$ cat src/rtl/regfile_pkg.sv
// Shared definitions for the 4x8 register file and its command front-end.
// Holds the default widths, the command-byte field positions as
// width-parameterised helpers, and the controller FSM state encoding.
package regfile_pkg;

    localparam int DATA_W_DEF = 8;
    localparam int ADDR_W_DEF = 2;

    // Command byte layout: [data_w-1] op, [data_w-2:addr_w] reserved, [addr_w-1:0] addr
    function automatic int op_bit(input int data_w);
        return data_w - 1;
    endfunction

    function automatic int rsv_hi(input int data_w);
        return data_w - 2;
    endfunction

    function automatic int rsv_lo(input int addr_w);
        return addr_w;
    endfunction

    typedef enum logic [2:0] {
        ST_IDLE      = 3'd0,
        ST_GET_DATA  = 3'd1,
        ST_WRITE     = 3'd2,
        ST_READ      = 3'd3,
        ST_READ_WAIT = 3'd4,
        ST_RESP      = 3'd5
    } ctrl_state_t;

endpackage

$ cat src/rtl/regfile_cmd_ctrl.sv
// Command front-end for the register file.
// Accepts command/data bytes over a valid/ready input, strobes the register
// file for writes and reads, and returns read data over a valid/ready port.
//
// Ports:
//   clk, rst           clock (rising edge), async active-high reset
//   in_valid/in_ready  input byte handshake, in_data carries the byte
//   rf_w_en, rf_r_en   register-file strobes, decoded from state only
//   rf_addr, rf_wdata  held address / write data towards the file
//   rf_rdata           registered read data from the file
//   rsp_valid/ready    read response handshake, rsp_data carries the byte
//   err                one-cycle pulse when a malformed command is dropped
//   busy               controller is not idle
//
// state        | meaning
// -------------+----------------------------------------------
// ST_IDLE      | waiting for a command byte
// ST_GET_DATA  | write accepted, waiting for the data byte
// ST_WRITE     | one-cycle write strobe to the file
// ST_READ      | one-cycle read strobe to the file
// ST_READ_WAIT | file read data valid, captured into rsp_data
// ST_RESP      | response presented until the consumer takes it
module regfile_cmd_ctrl
    import regfile_pkg::*;
#(
    parameter int DATA_W = DATA_W_DEF,
    parameter int ADDR_W = ADDR_W_DEF
) (
    input  logic              clk,
    input  logic              rst,
    input  logic              in_valid,
    output logic              in_ready,
    input  logic [DATA_W-1:0] in_data,
    output logic              rf_w_en,
    output logic              rf_r_en,
    output logic [ADDR_W-1:0] rf_addr,
    output logic [DATA_W-1:0] rf_wdata,
    input  logic [DATA_W-1:0] rf_rdata,
    output logic              rsp_valid,
    input  logic              rsp_ready,
    output logic [DATA_W-1:0] rsp_data,
    output logic              err,
    output logic              busy
);

    localparam int OP_POS = op_bit(DATA_W);
    localparam int RSV_H  = rsv_hi(DATA_W);
    localparam int RSV_L  = rsv_lo(ADDR_W);

    ctrl_state_t state, state_nxt;
    logic        load_cmd;
    logic        load_data;
    logic        bad_cmd;
    logic        rsv_nonzero;

    assign rsv_nonzero = |in_data[RSV_H:RSV_L];

    always_ff @(posedge clk or posedge rst) begin
        if (rst) begin
            state    <= ST_IDLE;
            rf_addr  <= '0;
            rf_wdata <= '0;
            rsp_data <= '0;
            err      <= 1'b0;
        end else begin
            state <= state_nxt;
            err   <= bad_cmd;
            if (load_cmd)
                rf_addr <= in_data[ADDR_W-1:0];
            if (load_data)
                rf_wdata <= in_data;
            if (state == ST_READ_WAIT)
                rsp_data <= rf_rdata;
        end
    end

    always_comb begin
        state_nxt = state;
        load_cmd  = 1'b0;
        load_data = 1'b0;
        bad_cmd   = 1'b0;
        case (state)
            ST_IDLE: begin
                if (in_valid) begin
                    // Malformed commands are dropped whole: address is not disturbed.
                    if (rsv_nonzero) begin
                        bad_cmd = 1'b1;
                    end else begin
                        load_cmd  = 1'b1;
                        state_nxt = in_data[OP_POS] ? ST_GET_DATA : ST_READ;
                    end
                end
            end
            ST_GET_DATA: begin
                if (in_valid) begin
                    load_data = 1'b1;
                    state_nxt = ST_WRITE;
                end
            end
            ST_WRITE:     state_nxt = ST_IDLE;
            ST_READ:      state_nxt = ST_READ_WAIT;
            ST_READ_WAIT: state_nxt = ST_RESP;
            ST_RESP:      if (rsp_ready) state_nxt = ST_IDLE;
            default:      state_nxt = ST_IDLE;
        endcase
    end

    // in_ready is gated by rst so nothing is offered while reset is held.
    assign in_ready  = !rst && (state == ST_IDLE || state == ST_GET_DATA);
    assign rf_w_en   = (state == ST_WRITE);
    assign rf_r_en   = (state == ST_READ);
    assign rsp_valid = (state == ST_RESP);
    assign busy      = (state != ST_IDLE);

endmodule

$ cat config.mk
export PLATFORM = sky130hd
export DESIGN_NAME = regfile_cmd_ctrl
export DESIGN_NICKNAME = d
export VERILOG_FILES = /design/src/rtl/regfile_pkg.sv /design/src/rtl/regfile_cmd_ctrl.sv
export SDC_FILE = /design/constraint.sdc
export NUM_CORES = 1
export LEC_CHECK = 0
export ABC_CLOCK_PERIOD_IN_PS = 2000
export BUFFER_PORTS_ARGS = -buffer_cell sky130_fd_sc_hd__clkbuf_2
export CORE_MARGIN = 4
export CORE_UTILIZATION = 44
export DETAILED_ROUTE_END_ITERATION = 8
export HOLD_SLACK_MARGIN = 0.1
export PLACE_DENSITY_LB_ADDON = 0.15
export SETUP_SLACK_MARGIN = 0.5
export SLEW_MARGIN = 20
export SYNTH_ARGS = -nofsm -noshare
export SYNTH_HDL_FRONTEND = slang
export SYNTH_SLANG_ARGS = --single-unit
$ cat constraint.sdc
create_clock -name clk -period 2 [get_ports clk]
set_input_delay 0 -clock clk [delete_from_list [all_inputs] [get_ports clk]]
set_output_delay 0 -clock clk [all_outputs]
set_load 0.005 [all_outputs]
==> results of run 1 <==
==> cell type report <==
type                       count  share of cell area (%)
inverter                       3                  0.7745
clock buffer                   3                   1.549
timing repair buffer          67                   30.46
sequential                    22                   38.04
clock inverter                 1                   2.065
multi-input combinational     39                   24.78
tap                           27                   2.324
==> worst reg2reg max path, delay by kind of cell (launching register included) <==
kind          cells  cell delay (ps)
simple gates      2              710
flops             1              410
mux               1              350
==> layout by cell type, fill, tap and decap left out, types with 2 or more instances in the layout <==
cell,synthesis,final
sky130_fd_sc_hd__a21oi_1,2,2
sky130_fd_sc_hd__and3_1,2,2
sky130_fd_sc_hd__buf_4,0,5
sky130_fd_sc_hd__clkbuf_2,0,43
sky130_fd_sc_hd__clkbuf_4,0,3
sky130_fd_sc_hd__dfrtp_1,22,20
sky130_fd_sc_hd__dfrtp_2,0,2
sky130_fd_sc_hd__dlygate4sd3_1,0,19
sky130_fd_sc_hd__inv_1,3,3
sky130_fd_sc_hd__mux2_2,18,18
sky130_fd_sc_hd__nor2_1,3,3
sky130_fd_sc_hd__nor3_1,4,3
==> repair_timing <==
item / CTS / global route
gates resized for setup: 3 / 0
hold buffers: 19 / 0
setup buffers: 3 / 0
endpoints found under the hold margin: 44 / 0
endpoints found under the setup margin: 10 / 2
==> layer usage <==
metal,track usage (%),vias to the layer above
li1,-,379
met1,19.72,376
met2,26.41,27
met5,0,-
met4,6.809,0
met3,6.094,2
==> power groups by stage <==
stage | registers [W] | logic [W] | clock network [W]
2_1_floorplan | 0.000732 | 0.000367 | 0
3_3_place_gp | 0.000725 | 0.000637 | 0
3_5_place_dp | 0.000739 | 0.000651 | 0
4_1_cts | 0.000720 | 0.000720 | 0.000349
5_1_grt | 0.000741 | 0.000788 | 0.000369
6_report | 0.000720 | 0.000714 | 0.000337
==> worst max-delay path by stage <==
stage / to / slack (ps) / cells after the start
after global placement: rf_addr[0] / 410 / 3
after detailed placement: rf_addr[1] / 400 / 3
after floorplan: rf_addr[0] / 420 / 4
after CTS: rf_addr[1] / 440 / 3
after global routing: rf_addr[0] / 400 / 3
final: rf_addr[0] / 430 / 3
==> cells by family (layout without fill, tap and decap cells) <==
group / Yosys count / in the layout / synth area share [%]
muxes: 18 / 18 / 22.07
AOI/OAI and AO/OA: 5 / 5 / 4.088
buffers and inverters: 6 / 74 / 2.588
and+or+nand+nor: 16 / 16 / 11.31
DFF: 22 / 22 / 59.95
==> sequential cells by signal, summed over array words and instances, names as in the netlist <==
signal,cells
state,3
rf_wdata,8
rf_addr,2
err,1
rsp_data,8
==> stage by stage <==
| step | hold WS, ps | util (%) |
|---|---|---|
| floorplan | -10.77 | - |
| global placement | 200.1 | 59.79 |
| detailed placement | 201.6 | 59.79 |
| CTS | 121.9 | 73.36 |
| global route | 166.8 | 73.36 |
| finish | 124.1 | 73.36 |
==> results.md, run 1 <==
- The pre-CTS setup slack is 401.2 ps.
- The worst register-to-register path begins at state[0].
- The detail route stage leaves a number of antenna-violating nets equal to 0.
- The placed instance area is 1185 µm².
- Synthesis produced a netlist with a net count of 87.
- The critical path class is flop to flop.
- The sequential share of power is 40.7%.
- The path with the worst hold slack has its endpoint at err.
- The commonest cells after synthesis are 22 x sky130_fd_sc_hd__dfrtp_1, 18 x sky130_fd_sc_hd__mux2_2, 4 x sky130_fd_sc_hd__nor3_1, 3 x sky130_fd_sc_hd__inv_1, 3 x sky130_fd_sc_hd__nor2_1.
- The type of origin of the critical path is a flop.
- In this design, the largest share of critical-path delay is due to simple AND/OR/NAND/NOR gates.
- The number of standard-cell rows in the floorplan is 16.
- The starting utilization of the core area is 46.34%.
- The cell leakage power is 0.7487 nW.
- Synthesis produced 67 cells.
- Static timing analysis puts the maximum clock frequency at 638.8 MHz.
- The floorplan step defined a die boundary enclosing 2882 µm².
- The number of I/O port buffers is 43.
- The combined area of all synthesized cells is 918.4 µm².
- The number of nets in the layout is 156.
- The count of pins over their slew limit is 0.
- The maximum single-stage delay on the critical path is 560 ps.
- The worst-path cell with the longest stage delay is sky130_fd_sc_hd__or4b_4.
- Setup violations remaining at the end of the flow were counted as 0.
- The floorplan step set the die height to 53.69 µm.
- The critical path startpoint is state[0].
- In this run the clock root is driven by a sky130_fd_sc_hd__clkbuf_4.
- The clock-pin slew on the worst setup and hold paths is 120 ps.
- Global routing consumed, over all layers together, 16.44% of the routing resources.
- The combinational share of power is 40.3%.
- The global-route wire length before repair is 3.353 mm.
- The worst-skew pair later-pin latency is 310 ps.
- The number of global-route vias before repair came to 802.
- The count of fill cells added during filler insertion is 141.
- TritonCTS built the clock tree.
- The residual DRC count is 0.
- The area of all placed cells without fillers is 1454 µm².
- Of all cell types, the one taking the most synthesized area is sky130_fd_sc_hd__dfrtp_1.
- In this run, synthesis produced a sequential element count of 22.
- The signal on the critical path passes through or4b_4, nor3_4, mux2_2.
- The tree built by TritonCTS fans out to 22 sinks.
- The min-delay analysis places its worst path in the category primary input to flop.
- Overall power consumption after layout is estimated at 0.001772 W.
- The multi-input logic area is 360.3 µm².
- After synthesis, the share of flip-flops with an asynchronous set or reset is 100.0%.
- The number of violations of the max-capacitance limit is 0.
- After layout, the worst setup slack is 434.5 ps.
- The initial antenna violation count is 0.
- The synthesized area divided by synthesized cell count is 13.71 µm².
- The wire-length estimate of the detail-placed layout is 1.460 mm.
- The highest metal layer used by the detailed router is met4.
- In this run the most critical hold path is launched from in_data[6].
- The met1 layer wirelength in the final routing is 859 µm.
- The detail-routed via count per cell is 4.840.
- The number of top-level design ports is 44.
- Cell internal power was estimated by the tool at 0.001252 W.
- After synthesis, the cell types taking the most area are sky130_fd_sc_hd__dfrtp_1 60%, sky130_fd_sc_hd__mux2_2 22%, sky130_fd_sc_hd__nor3_1 2.2%.
- The total wire length is 2.113 mm.
- STA classifies the critical path endpoint as a flop.
- Setup repair after global routing could not meet its margin everywhere.
- Summing all flip-flop and latch instances after layout gives 553.0 µm².
- The endpoint identified for the worst register-to-register timing path is rf_addr[0].
- The switching power share of the total is 29.33%.
- The post-layout minimum cycle time is 1566 ps.
- At the pin with the least slew margin, the transition time is 797.6 ps.
- The worst-case headroom to the max-slew limit is 46.77%.
- Measured in cells, the most critical reg-to-reg path has a length of 3.
- The number of hold-slack violations in the final timing report is 0.
- The worst hold path cell count is 4.
- Per report_power, the clock group accounts for 19.0% of the total.
- The run finished with clean final reports.
- The primary flip-flop cell chosen by synthesis mapping is sky130_fd_sc_hd__dfrtp_1.
- The length of routed met3 wiring is 132 µm.
- Summed over all layers, the global routing overflow is 0.
- For this run, the detailed router's first-pass iteration total came to 4.
- The peak ir drop on the vdd network is 0.0007650 V.
- The area overhead of the layout relative to synthesis is 58.31%.
- Yosys printed 0 warnings.
- Entering global routing, the biggest net connects 23 pins.
- The data arrival time of the critical path is 1770 ps.
- The final antenna diode count is 0.
- The worst register-to-register path has a setup slack of 430 ps.
- The number of DRC markers in iteration 0 is 4.
- In this run the number of H-tree levels came out at 1.
- The total clock buffers created by CTS is 3.
- The number of enable flip-flop cells after synthesis is 0.
- The sequential cell area fraction in the yosys report is 59.95%.
- The final setup skew is 3.556 ps.
- The finished layout holds 162 standard cells, fillers aside.
- The fraction of final layout cells sized beyond drive strength 1 is 57.78%.
- The final total negative setup slack is 0 ps.
- Among all cell types in the netlist, the one instantiated most often is sky130_fd_sc_hd__dfrtp_1.
- The sum of met2 wire segment lengths after detailed routing is 1.107 mm.
- The top-area cell type share of the netlist area is 59.95%.
- The longest clock path from root to sink contains 2 buffers.
- The power density of the placed cells is 1219 nW/µm².
- The share of the clock period used by the worst path after layout is 78.28%.
- Counting both buffers and inverters, the worst setup path holds a total of 0.
- For this design the total switching power over the nets is 0.0005197 W.
- The highest fanout seen on the critical path is 2.
- The post-synthesis cell type count is 18.
- The core area is 1982 µm².
- After detailed placement, the design holds a cell count of 136.
- The mean routed wirelength per cell is 13.04 µm.
- From left edge to right edge, the die measures 53.69 µm.
- For the worst setup path, the data required time is 2210 ps.
- The placer congestion estimate is 0.6808.
- For this block, the via count after detailed routing is 784.
Note: power is estimated with default switching activity, not from simulation.
==> inputs of run 2 (changes only) <==
--- a/config.mk
+++ b/config.mk
@@ -5,10 +5,11 @@
 export SDC_FILE = /design/constraint.sdc
 export NUM_CORES = 1
 export LEC_CHECK = 0
-export ABC_CLOCK_PERIOD_IN_PS = 2000
+export ABC_AREA = 1
+export ABC_CLOCK_PERIOD_IN_PS = 1600
 export BUFFER_PORTS_ARGS = -buffer_cell sky130_fd_sc_hd__clkbuf_2
 export CORE_MARGIN = 4
-export CORE_UTILIZATION = 44
+export CORE_UTILIZATION = 46
 export DETAILED_ROUTE_END_ITERATION = 8
 export HOLD_SLACK_MARGIN = 0.1
 export PLACE_DENSITY_LB_ADDON = 0.15
==> constraint.sdc (replaced) <==
create_clock -name clk -period 1.6 [get_ports clk]
set_input_delay 0 -clock clk [delete_from_list [all_inputs] [get_ports clk]]
set_output_delay 0 -clock clk [all_outputs]
set_load 0.005 [all_outputs]
==> run 2 against run 1 <==
Net effect: wire length is 25% higher; synthesized cell count increased by 70%; cell count grew 33%; area after synthesis grew 11%; sequential power grew 42%; largest cell class unchanged.
==> results.md, run 2 <==
- The starting utilization of the core area came to 50.06% (was 46.34%).
- The final core utilization came to 80.64% (was 73.36%).
- The number of enable flip-flop cells after synthesis was 0 (unchanged).
- Most area-consuming cells after synthesis: sky130_fd_sc_hd__dfrtp_1 54%, sky130_fd_sc_hd__nand2_1 12%, sky130_fd_sc_hd__o21ai_2 6.0% (was sky130_fd_sc_hd__dfrtp_1 60%, sky130_fd_sc_hd__mux2_2 22%, sky130_fd_sc_hd__nor3_1 2.2%).
- The final total negative setup slack is 0 ps (unchanged).
- The sink count of the clock tree is 22 (unchanged).
- The total die area is 3040 µm² (was 2882 µm²).
- The type of origin of the critical path is a flop (unchanged).
- The most common cell after layout, fill and taps aside is sky130_fd_sc_hd__clkbuf_2 (unchanged).
- The internal power is 0.001850 W (was 0.001252 W).
- The type of destination of the critical path is a primary output (was flop).
- The sequential cell area fraction in the yosys report is 53.86% (was 59.95%).
- The largest area contributor in the netlist is sky130_fd_sc_hd__dfrtp_1 (unchanged).
- The number of I/O port buffers is 43 (unchanged).
- The count of placed standard cells including taps was 184 (was 136).
- The slack of the worst reg-to-reg path was 430 ps (about the same).
- The final antenna diode count came to 0 (unchanged).
- The number of standard-cell rows in the floorplan came to 16 (unchanged).
- The number of nets with antenna violations after detailed routing is 0 (unchanged).
- The number of levels the H-tree was split into is 1 (unchanged).
- The placed instance area is 1265 µm² (was 1185 µm²).
- The most frequently used cell type in the post-synthesis netlist is sky130_fd_sc_hd__nand2_1 (was sky130_fd_sc_hd__dfrtp_1).
- The maximum single-stage delay on the critical path is 500 ps (was 560 ps).
- The maximum clock insertion buffer count came to 2 (unchanged).
- The sequential share of power is 33.7% (was 40.7%).
- The global-route wire length before repair came to 4.250 mm (was 3.353 mm).
- The clock-pin slew on the worst setup and hold paths is 130 ps (was 120 ps).
- The number of endpoints failing setup at the final stage is 0 (unchanged).
- The sequential cell area in the final layout is 554.3 µm² (was 553.0 µm²).
- The post-layout minimum cycle time is 1190 ps.
- The total clock buffers created by CTS is 3 (unchanged).
- After layout, the worst path uses 74.38% of the clock period.
- Status: complete, no violations (unchanged).
- The number of hold-slack violations in the final timing report came to 0 (unchanged).
- The cell leakage power is 0.8909 nW (was 0.7487 nW).
- CP cell instances: nor2_4, nand2_2, clkbuf_2 (was or4b_4, nor3_4, mux2_2).
- Setup repair after global routing missed its margin: true (unchanged).
- The worst-case headroom to the max-slew limit was 57.88% (was 46.77%).
- Largest registers: rf_wdata: 8 flops, rsp_data: 8 flops, state: 3 flops (unchanged).
- The number of top-level design ports is 44 (unchanged).
- The detail-routed via count per cell is 4.620 (was 4.840).
- The clock power share was 14.1% (was 19.0%).
- The fraction of final layout cells sized beyond drive strength 1 came to 46.03% (was 57.78%).
- The combinational share of power is 52.2% (was 40.3%).
- The mean routed wirelength per cell is 12.26 µm (was 13.04 µm).
- The half-perimeter wire length of the detailed placement result is 1.716 mm (was 1.460 mm).
- The combined area of all synthesized cells is 1022 µm² (was 918.4 µm²).
- The number of global-route vias before repair came to 989 (was 802).
- The type of the tightest min-delay check was primary input to asynchronous set/reset pin (was primary input to flop).
- The multi-input logic area came to 444.2 µm² (was 360.3 µm²).
- The synthesized area divided by synthesized cell count is 8.967 µm² (was 13.71 µm²).
- The post-synthesis net count is 134 (was 87).
- The worst-path cell with the longest stage delay is sky130_fd_sc_hd__dfrtp_2 (was sky130_fd_sc_hd__or4b_4).
- The fraction of registers with async set/reset is 100.0% (unchanged).
- The die boundary height was 55.14 µm (was 53.69 µm).
- The TritonCTS clock tree is built (unchanged).
- The residual DRC count is 0 (unchanged).
- The global-route total usage across every layer is 19.59% (was 16.44%).
- The number of violations of the max-capacitance limit is 0 (unchanged).
- The total vias in the final route is 998 (was 784).
- The critical path class is flop to primary output (was flop to flop).
- The switching power summed over all nets is 0.001169 W (was 0.0005197 W).
- The worst-skew pair later-pin latency is 310 ps (about the same).
- The number of iterations in the first detailed-routing pass is 4 (unchanged).
- The slew at the pin closest to its max-slew limit came to 631.0 ps (was 797.6 ps).
- The number of DRC markers in iteration 0 is 12 (was 4).
- The placer congestion estimate is 0.7347 (was 0.6808).
- Derived from the worst setup path, the maximum achievable clock frequency is 840.2 MHz.
- The count of pins over their slew limit is 0 (unchanged).
- The die span in x is 55.14 µm (was 53.69 µm).
- The overflow left after global routing is 0 (unchanged).
- The number of register bits inferred by synthesis was 22 (unchanged).
- Commonest cells post-synth: 34 x sky130_fd_sc_hd__nand2_1, 22 x sky130_fd_sc_hd__dfrtp_1, 13 x sky130_fd_sc_hd__inv_1, 12 x sky130_fd_sc_hd__nor2_1, 10 x sky130_fd_sc_hd__nand3_1 (was 22 x sky130_fd_sc_hd__dfrtp_1, 18 x sky130_fd_sc_hd__mux2_2, 4 x sky130_fd_sc_hd__nor3_1, 3 x sky130_fd_sc_hd__inv_1, 3 x sky130_fd_sc_hd__nor2_1).
- The area of all placed cells without fillers is 1647 µm² (was 1454 µm²).
- The power density of the placed cells is 1833 nW/µm² (was 1219 nW/µm²).
- The highest fanout seen on the critical path was 6 (was 2).
- The root buffer selected by CTS was sky130_fd_sc_hd__clkbuf_4 (unchanged).
- The data required time at the worst endpoint came to 1600 ps (was 2210 ps).
- The primary flip-flop cell chosen by synthesis mapping is sky130_fd_sc_hd__dfrtp_1 (unchanged).
- The core area is 2042 µm² (was 1982 µm²).
- The top-area cell type share of the netlist area is 53.86% (was 59.95%).
- The initial antenna violation count was 0 (unchanged).
- The number of nets in the layout is 210 (was 156).
- The count of yosys warnings during synthesis is 0 (unchanged).
- The data arrival time of the critical path is 1190 ps (was 1770 ps).
- The final standard cell count with taps included and fillers excluded is 216 (was 162).
- The maximum number of pins on one net before global-route repair came to 18 (was 23).
- Commonest non-fill, non-tap cells in the layout: 42 x sky130_fd_sc_hd__clkbuf_2, 30 x sky130_fd_sc_hd__nand2_1, 19 x sky130_fd_sc_hd__dfrtp_1, 19 x sky130_fd_sc_hd__dlygate4sd3_1, 12 x sky130_fd_sc_hd__inv_1 (was 43 x sky130_fd_sc_hd__clkbuf_2, 20 x sky130_fd_sc_hd__dfrtp_1, 19 x sky130_fd_sc_hd__dlygate4sd3_1, 18 x sky130_fd_sc_hd__mux2_2, 5 x sky130_fd_sc_hd__buf_4).
- The final setup skew was 5.490 ps (was 3.556 ps).
- The peak ir drop on the vdd network is 0.001279 V (was 0.0007650 V).
- The post-synthesis cell type count is 16 (was 18).
- The area overhead of the layout relative to synthesis was 61.08% (was 58.31%).
- The switching power share of the total was 38.72% (was 29.33%).
- The count of fill cells added during filler insertion is 151 (was 141).
- The cell count after synthesis is 114 (was 67).
- The total wire length is 2.649 mm (was 2.113 mm).
## run 2: cell count changes after synthesis, moves of 4 or more
cell | before | now
sky130_fd_sc_hd__nor2_1 | 3 | 12
sky130_fd_sc_hd__nor3_1 | 4 | 0
sky130_fd_sc_hd__mux2_2 | 18 | 0
sky130_fd_sc_hd__o21ai_2 | 0 | 7
sky130_fd_sc_hd__o21ai_1 | 0 | 4
sky130_fd_sc_hd__nand2_1 | 1 | 34
sky130_fd_sc_hd__inv_1 | 3 | 13
sky130_fd_sc_hd__nand3_1 | 0 | 10
## run 2: routing by layer
| metal | share of wire, % | global-route usage, % |
|---|---|---|
| met4 | 0.94 | 8.502 |
| met3 | 6.0 | 3.217 |
| met2 | 52 | 36.61 |
| met5 | 0 | 0 |
| met1 | 41 | 21.53 |
## run 2: stage by stage
stage | total power (W) | hold WS [ps] | worst slack [ps]
3_5_place_dp | 0.002144 | 114.8 | 389.3
4_1_cts | 0.002890 | 316.0 | 436.6
3_3_place_gp | 0.002108 | 109.8 | 392.8
2_1_floorplan | 0.001728 | -10.84 | 516.5
6_report | 0.003019 | 291.1 | 409.8
5_1_grt | 0.003242 | 351.6 | 360.6
## run 2: layout make-up
cell class | instances | area share (%)
Clock inverter | 1 | 1.824
Multi-Input combinational cell | 77 | 26.98
Inverter | 14 | 3.191
Clock buffer | 3 | 1.368
Timing Repair Buffer | 72 | 30.93
Sequential cell | 22 | 33.66
Tap cell | 27 | 2.052
## run 2: critical path, delay by kind of cell, from the launching register on
| family | cells | cell delay (ps) |
|---|---|---|
| flip-flops | 1 | 500 |
| AND/OR/NAND/NOR | 2 | 280 |
| buffers and inverters | 1 | 120 |
## run 2: power by group through the flow
stage / clock, W / sequential [W] / combinational (W)
floorplan: 0 / 0.00102 / 0.000709
global placement: 0 / 0.00103 / 0.00108
detailed placement: 0 / 0.00103 / 0.00111
CTS: 0.000433 / 0.00101 / 0.00145
global route: 0.000451 / 0.00104 / 0.00175
finish: 0.000426 / 0.00102 / 0.00158
## run 2: kinds of logic (layout without fill, tap and decap cells)
family	Yosys count	after routing	synth area share [%]
flops	22	22	53.86
buf+inv	16	90	7.344
compound gates	13	13	8.935
simple gates	63	64	29.87
## run 2: timing repair
| item | CTS | global route |
|---|---|---|
| pin swaps | 5 | 9 |
| resized for setup | 6 | 11 |
| hold buffers | 19 | 0 |
| gates cloned | 1 | 0 |
| setup endpoints to repair | 26 | 26 |
| buffers inserted | 6 | 2 |
| hold endpoints to repair | 38 | 0 |
## run 2: path summary, 6_finish.rpt
kind | start | end | cells after the start
worst min-delay path | rst | rsp_data[3] | 3
worst max register to register | state[1] | rf_addr[1] | 6
worst max-delay path | state[1] | busy | 3
max in group asynchronous | rst | rf_wdata[4] | 4
worst min register to register | rsp_data[2] | rsp_data[2] | 2
min in group clk | in_data[3] | rf_wdata[3] | 4
